<file path="config.mk">
export PLATFORM = sky130hd
export DESIGN_NAME = lab1_imul_int_mul_arb
export DESIGN_NICKNAME = d
export VERILOG_FILES = /design/src/rtl/lab1_imul_int_mul_arb.sv
export SDC_FILE = /design/constraint.sdc
export NUM_CORES = 1
export LEC_CHECK = 0
export BUFFER_PORTS_ARGS = -buffer_cell sky130_fd_sc_hd__buf_2
export CAP_MARGIN = 20
export CORE_AREA = 2 2 118 120
export CTS_CLUSTER_SIZE = 14
export DETAILED_ROUTE_END_ITERATION = 10
export DIE_AREA = 0 0 120 122
export GPL_TIMING_DRIVEN = 0
export PLACE_DENSITY = 0.43
export SETUP_SLACK_MARGIN = 0.4
export SLEW_MARGIN = 20
export SYNTH_ARGS = -nofsm -noshare
export SYNTH_HDL_FRONTEND = slang
export SYNTH_SLANG_ARGS = --single-unit
</file>
<file path="constraint.sdc">
create_clock -name clk -period 3.5 [get_ports clk]
set_input_delay 0.175 -clock clk [delete_from_list [all_inputs] [get_ports clk]]
set_output_delay 0.175 -clock clk [all_outputs]
set_load 0.01 [all_outputs]
</file>
<file path="src/rtl/lab1_imul_int_mul_arb.sv">
// Two requesters share one integer multiplier; a tag FIFO remembers who issued each operation so products route back in order.
// Optional feature: define LAB1_IMUL_INT_MUL_ARB_RR_EN for round-robin arbitration (default build is fixed priority, requester 0 first).
module lab1_imul_int_mul_arb #(
  parameter int unsigned p_depth = 4
) (
  input  logic        clk,
  input  logic        reset,
  input  logic        req0_val,
  output logic        req0_rdy,
  input  logic [63:0] req0_msg,
  input  logic        req1_val,
  output logic        req1_rdy,
  input  logic [63:0] req1_msg,
  output logic        resp0_val,
  input  logic        resp0_rdy,
  output logic [31:0] resp0_msg,
  output logic        resp1_val,
  input  logic        resp1_rdy,
  output logic [31:0] resp1_msg,
  output logic        mul_req_val,
  input  logic        mul_req_rdy,
  output logic [63:0] mul_req_msg,
  input  logic        mul_resp_val,
  output logic        mul_resp_rdy,
  input  logic [31:0] mul_resp_msg
);
  localparam int unsigned PW = (p_depth > 1) ? $clog2(p_depth) : 1;
  localparam int unsigned CW = $clog2(p_depth + 1);
  localparam logic [CW-1:0] FULL_CNT = CW'(p_depth);

  logic [p_depth-1:0] tag_q, tag_d;
  logic [PW-1:0]      head_q, head_d, tail_q, tail_d;
  logic [CW-1:0]      count_q, count_d;
  logic               any_val_s, full_s, empty_s, head_tag_s, grant_s, push_s, pop_s;

`ifdef LAB1_IMUL_INT_MUL_ARB_RR_EN
  logic prio_q, prio_d;

  // round-robin grant: prio_q breaks ties
  always_comb begin
    if (req0_val && req1_val) begin
      grant_s = prio_q;
    end else if (req1_val) begin
      grant_s = 1'b1;
    end else begin
      grant_s = 1'b0;
    end
    prio_d = push_s ? ~grant_s : prio_q;
  end
`else
  // fixed-priority grant, requester 0 wins ties
  always_comb begin
    if (req0_val) begin
      grant_s = 1'b0;
    end else if (req1_val) begin
      grant_s = 1'b1;
    end else begin
      grant_s = 1'b0;
    end
  end
`endif

  // zero-latency handshake routing; reset forces every val/rdy low
  always_comb begin
    any_val_s    = req0_val | req1_val;
    full_s       = (count_q == FULL_CNT);
    empty_s      = (count_q == {CW{1'b0}});
    head_tag_s   = tag_q[head_q];
    mul_req_val  = !reset && any_val_s && !full_s;
    mul_req_msg  = grant_s ? req1_msg : req0_msg;
    req0_rdy     = mul_req_val && !grant_s && mul_req_rdy;
    req1_rdy     = mul_req_val && grant_s && mul_req_rdy;
    resp0_val    = !reset && mul_resp_val && !empty_s && !head_tag_s;
    resp1_val    = !reset && mul_resp_val && !empty_s && head_tag_s;
    resp0_msg    = mul_resp_msg;
    resp1_msg    = mul_resp_msg;
    mul_resp_rdy = !reset && !empty_s && (head_tag_s ? resp1_rdy : resp0_rdy);
    push_s       = mul_req_val && mul_req_rdy;
    pop_s        = mul_resp_val && mul_resp_rdy;
  end

  // tag FIFO next state; pointers wrap naturally since p_depth is a power of two
  always_comb begin
    tag_d         = tag_q;
    tag_d[tail_q] = push_s ? grant_s : tag_q[tail_q];
    tail_d        = push_s ? tail_q + PW'(1) : tail_q;
    head_d        = pop_s ? head_q + PW'(1) : head_q;
    case ({push_s, pop_s})
      2'b10:   count_d = count_q + CW'(1);
      2'b01:   count_d = count_q - CW'(1);
      default: count_d = count_q;
    endcase
  end

  // state registers with synchronous reset
  always_ff @(posedge clk) begin
    if (reset) begin
      tag_q   <= {p_depth{1'b0}};
      head_q  <= {PW{1'b0}};
      tail_q  <= {PW{1'b0}};
      count_q <= {CW{1'b0}};
`ifdef LAB1_IMUL_INT_MUL_ARB_RR_EN
      prio_q  <= 1'b0;
`endif
    end else begin
      tag_q   <= tag_d;
      head_q  <= head_d;
      tail_q  <= tail_d;
      count_q <= count_d;
`ifdef LAB1_IMUL_INT_MUL_ARB_RR_EN
      prio_q  <= prio_d;
`endif
    end
  end
endmodule

</file>
-- Word level (Yosys, flattened, before mapping)
Cells that the tools add are included.
Widths: inputs -> output; s select.
- flip-flop bits (word level): 11
- input port bits: 168
- output and inout port bits: 134
- word-level logic and storage cells: 50
- $add $sub $neg: 4
- $lt $le $gt $ge: 3
- equality and inequality tests: 3
- multiplexer cells: 13
- bitwise operators: 1
- reduce and logical (&&, ||, !) cells: 22
- operator list (cell ; number):
    $mux 64 ; 1
    $logic_and 1x1->1 ; 15
    $mux 1 ; 7
    $lt 2x3->1 const B ; 2
    $pmux 3 s2 ; 1
    $logic_not 1->1 ; 5
    $add 2x1->2 const B ; 2
    $bmux 1 s2 ; 2
    $bwmux 4 ; 1
    $add 3x1->3 const B ; 1
    $eq 3x3->1 const B ; 1
    $logic_not 3->1 ; 1
    $sub 3x1->3 const B ; 1
    $demux 1 s2 ; 1
    $eq 2x1->1 const B ; 1
    $eq 2x2->1 const B ; 1
    $ge 2x1->1 const B ; 1
    $reduce_bool 2->1 ; 1
    $or 1x1->1 ; 1

-- Depth between registers and ports, before layout
- depth in word-level cells: 7
- gate-level depth with buffers: 10
- depth with buffers taken out: 10

-- Worst setup path before layout
OpenSTA, ideal clock, no wires.
- path kind: register to register
- from: reg head_q[1]
- to: reg count_q[2]
- setup time: 0.070 ns
- arrival time: 2.148 ns
- required time: 3.430 ns
- slack: 1.282 ns
- stages on the path, launching flop included: 11
- buffers on the path: 0
- clock period less this slack: 2.218 ns
- cell sequence: dfxtp_1 > mux2i_1 > mux2_2 > mux2i_1 > nor2_1 > ha_1 > inv_1 > fa_1 > xor2_1 > or3_1 > a21oi_1
- word-level cells in the longest chain between the ends: 7
- elaborated cells on any way between the ends: 9
- those cells by class: eq/ne (2); mux (4); reduce/logical (3)
- RTL lines (element ; RTL line ; source):
    from (decl) ; 32 ; logic [PW-1:0] head_q, head_d, tail_q, tail_d;
    from (signal assigned) ; 99 ; head_q <= {PW{1'b0}};
    $bmux 1 s2 (*) ; 68 ; head_tag_s = tag_q[head_q];
    $mux 1 (implied by the code) (*) ; 68 ;
    $mux 1 (*) ; 77 ; mul_resp_rdy = !reset && !empty_s && (head_tag_s ? resp1_rdy : resp0_rdy);
    $logic_and 1x1->1 (*) ; 77 ;
    $logic_and 1x1->1 (*) ; 79 ; pop_s = mul_resp_val && mul_resp_rdy;
    named net pop_s ; 34 ; logic any_val_s, full_s, empty_s, head_tag_s, grant_s, push_s, pop_s;
    $eq 2x1->1 / $eq 2x2->1 (equally long branches) ; 88 ; case ({push_s, pop_s})
    $pmux 3 s2 / $reduce_bool 2->1 (equally long branches) ; -- ;
    to (signal assigned) ; 101 ; count_q <= {CW{1'b0}};
    to (signal assigned) ; 109 ; count_q <= count_d;
    to (decl) ; 33 ; logic [CW-1:0] count_q, count_d;
The timed path passes the listed nets; every way through them passes the cells marked *. The select of a mux whose other input is x is not followed.
A chain may end at the register's enable or synchronous reset.

-- Worst setup path after layout
Same ends and word-level chain as after synthesis.

==> impl_metrics.csv <==
group,metric,value,unit
run_status,status,"completed",
clock_network,htreeDepth,1,
yosys,synth_fp_nets,519,
drt,dr.pass1.iters,4,
layout,nets,793,
yosys,synth_area_leader_cell,"nand2_1",
layout,final_layout_size_suffix_gt1_share,55.7,%
yosys,synth_ff_type,"dfxtp_1",
sta,max_freq,404,MHz
sta,setup_ws,1.02,ns
die,dieArea,14600,sq um
die,die_w,120,microns
setup_path,regToRegStartpoint,"head_q[1]$_SDFFE_PP0P_",
yosys,avgSynthCellArea,5.66,sq um
die,initial_core_util,14.5,%
yosys,synthDistinctLibCells,30,
clock_network,cts_setup_buffers,0,
placed_design,portBuffers,269,
power_and_ir_drop,pwr_density_cell,209,nW/um^2
global_route,grt_use_total,10.6,%
setup_path,end_kind,"flip-flop",
run,drv_cap,0,
yosys,ys_top_cells_by_area,"nand2_1, buf_4, dfxtp_1",
worst_hold_path,min_path_cells,3,
die,io_pins,302,
yosys,synth_top_area_share,37.3,%
clock_network,clk_latency,0.23,ns
die,rows,43,
yosys,synth.most_common_cell,"nand2_1",
placed_design,dpl.hpwl,8.02,mm
power_and_ir_drop,vdd.ir_drop.worst,0.153,mV
sta,finalCriticalPeriod,2.48,ns
sta,maxSlewViolCount,0,
power_and_ir_drop,total_power,0.753,mW
clock_network,clk_pin_slew,0.04,ns
yosys,synth_edf_count,0,
sta,relSlewSlack,65.5,%
sta,fin_skew,0.00104,ns
setup_path,crit_path_max_fanout,4,
clock_network,cts_buffers,3,
clock_network,cts-resized-gates,0,
drt,drtIter0Drc,72,
clock_network,clock_sinks,11,
global_route,grt_pass1_wl,12.6,mm
drt,drc,0,
clock_network,cts_tree,"done",
die,die_height,122,microns
worst_hold_path,hold_class,"in2reg",
clock_network,cts-hold-fix-buffers,0,
power_and_ir_drop,leakagePower,2.29,nW
yosys,syn_area,1950,sq um
clock_network,root_buffer,"clkbuf_16",
placed_design,place_ws,1.01,ns
sta,setup_viol,0,
global_route,grt_pass1_vias,2484,
global_route,antenna_found_initial,0,
yosys,yosys-top-cells-count,"nand2_1, buf_4, nor2_1",
global_route,grt_max_degree,11,
layout,postLayoutCoreUtil,26.7,%
sta,finalHoldViolCount,0,
yosys,yosysSeqAreaShare,11.3,%
sta,rsz0062_at_grt,"no",
setup_path,cp.required,3.67,ns
yosys,ys_ff_latch,11,
yosys,syn_inst,345,
setup_path,critPathKind,"reg2reg",
sta,fin_tns_setup,0,ns
sta,worst_slew_pin_slew,0.518,ns
yosys,ys.warnings.count,0,
die,placeableCoreArea,13500,sq um
clock_network,ctsLongestPathBuffers,2,
setup_path,cp-startpoint,"head_q[1]$_SDFFE_PP0P_",
setup_path,critical_path_arrival,2.65,ns
setup_path,r2r_slack,1.02,ns
drt,wl_per_cell,11.4,microns
drt,routed_wl,9.14,mm
layout,syn_to_final_growth,84.4,%
global_route,grt-ovfl-total,0,
placed_design,gp_congestion,0.794,
setup_path,crit_end,"count_q[2]$_SDFFE_PP0P_",
sta,fin_crit_sh,70.8,%
yosys,ys_async_sr_fraction,0,%
drt,drtAntennaViolNets,0,
setup_path,r2r_cells,10,
layout,antenna_cells,0,
sta,holdWs,0.352,ns
setup_path,startpoint_type,"flip-flop",
setup_path,reg2reg_to,"count_q[2]$_SDFFE_PP0P_",
drt,vias,2932,
drt,viasPerCell,3.67,
==> where the power goes <==
part	internal, mW	switching [mW]	total, mW
registers	0.130	0.00544	0.136
clock network	0.153	0.0537	0.206
logic	0.211	0.200	0.411
total	0.494	0.259	0.753
==> cells by family after synthesis <==
family          Yosys count  share of synthesized area [%]
compound gates           12                           4.67
xor+xnor                  3                           1.34
fa+ha+maj                 6                           4.23
buf+inv                  87                           29.2
flops                    11                           11.3
mux                       9                           5.70
simple gates            217                           43.6
==> cell type report <==
cell class                      count  area [sq um]
Fill cell                        1562          9900
Timing Repair Buffer              269          1350
Multi-Input combinational cell    247          1160
Buffer                             79           541
Tap cell                          180           225
Sequential cell                    11           220
Clock buffer                        4          78.8
Inverter                            8          30.0
==> flip-flops by register name (all words and copies together) (netlist names) <==
register  flops
tail_q        2
head_q        2
count_q       3
tag_q         4
==> worst max-delay path, stage by stage (launching register included) <==
cell and delay, ns:
dfxtp_1 0.40, mux2i_1 0.29, mux2_2 0.24, mux2i_1 0.09, nor2_1 0.15, ha_1 0.21, inv_1 0.06, fa_1 0.38
xor2_1 0.16, or3_1 0.31, a21oi_1 0.13
==> stage by stage <==
step	cells	instance area [sq um]
2_1_floorplan	345	1950
3_3_place_gp	794	3530
3_5_place_dp	794	3530
4_1_cts	798	3600
5_1_grt	798	3600
6_report	798	3600
==> layout by cell type (no fill, tap or decap), types with 2 or more instances in the layout <==
cell | netlist | layout
mux2i_1 | 6 | 6
nor2b_1 | 2 | 2
buf_2 | 3 | 272
o21ai_0 | 2 | 2
inv_1 | 8 | 8
dfxtp_1 | 11 | 11
nor2_1 | 15 | 15
ha_1 | 5 | 5
a21oi_1 | 2 | 2
xor2_1 | 2 | 2
nand2_1 | 194 | 194
buf_1 | 8 | 8
a22o_1 | 3 | 3
clkbuf_1 | 4 | 5
or3_1 | 2 | 2
clkbuf_16 | 0 | 3
buf_4 | 64 | 64
==> routing by layer <==
layer  wire, microns  vias up  global-route usage [%]
met5               0        -                       0
met4              17        0                    1.32
met3             642        2                    1.50
met2            4960      111                    20.6
met1            3510     1282                    12.7
li1                -     1537                       -
==> worst min path at each step <==
stage / to / start / slack, ns
floorplan: count_q[2]$_SDFFE_PP0P_ / reset / 0.43
global placement: count_q[2]$_SDFFE_PP0P_ / count_q[2]$_SDFFE_PP0P_ / 0.49
detailed placement: count_q[2]$_SDFFE_PP0P_ / count_q[2]$_SDFFE_PP0P_ / 0.49
CTS: count_q[2]$_SDFFE_PP0P_ / reset / 0.35
global route: count_q[2]$_SDFFE_PP0P_ / reset / 0.38
finish: count_q[2]$_SDFFE_PP0P_ / reset / 0.35
Note: power is estimated with default switching activity, not from simulation.
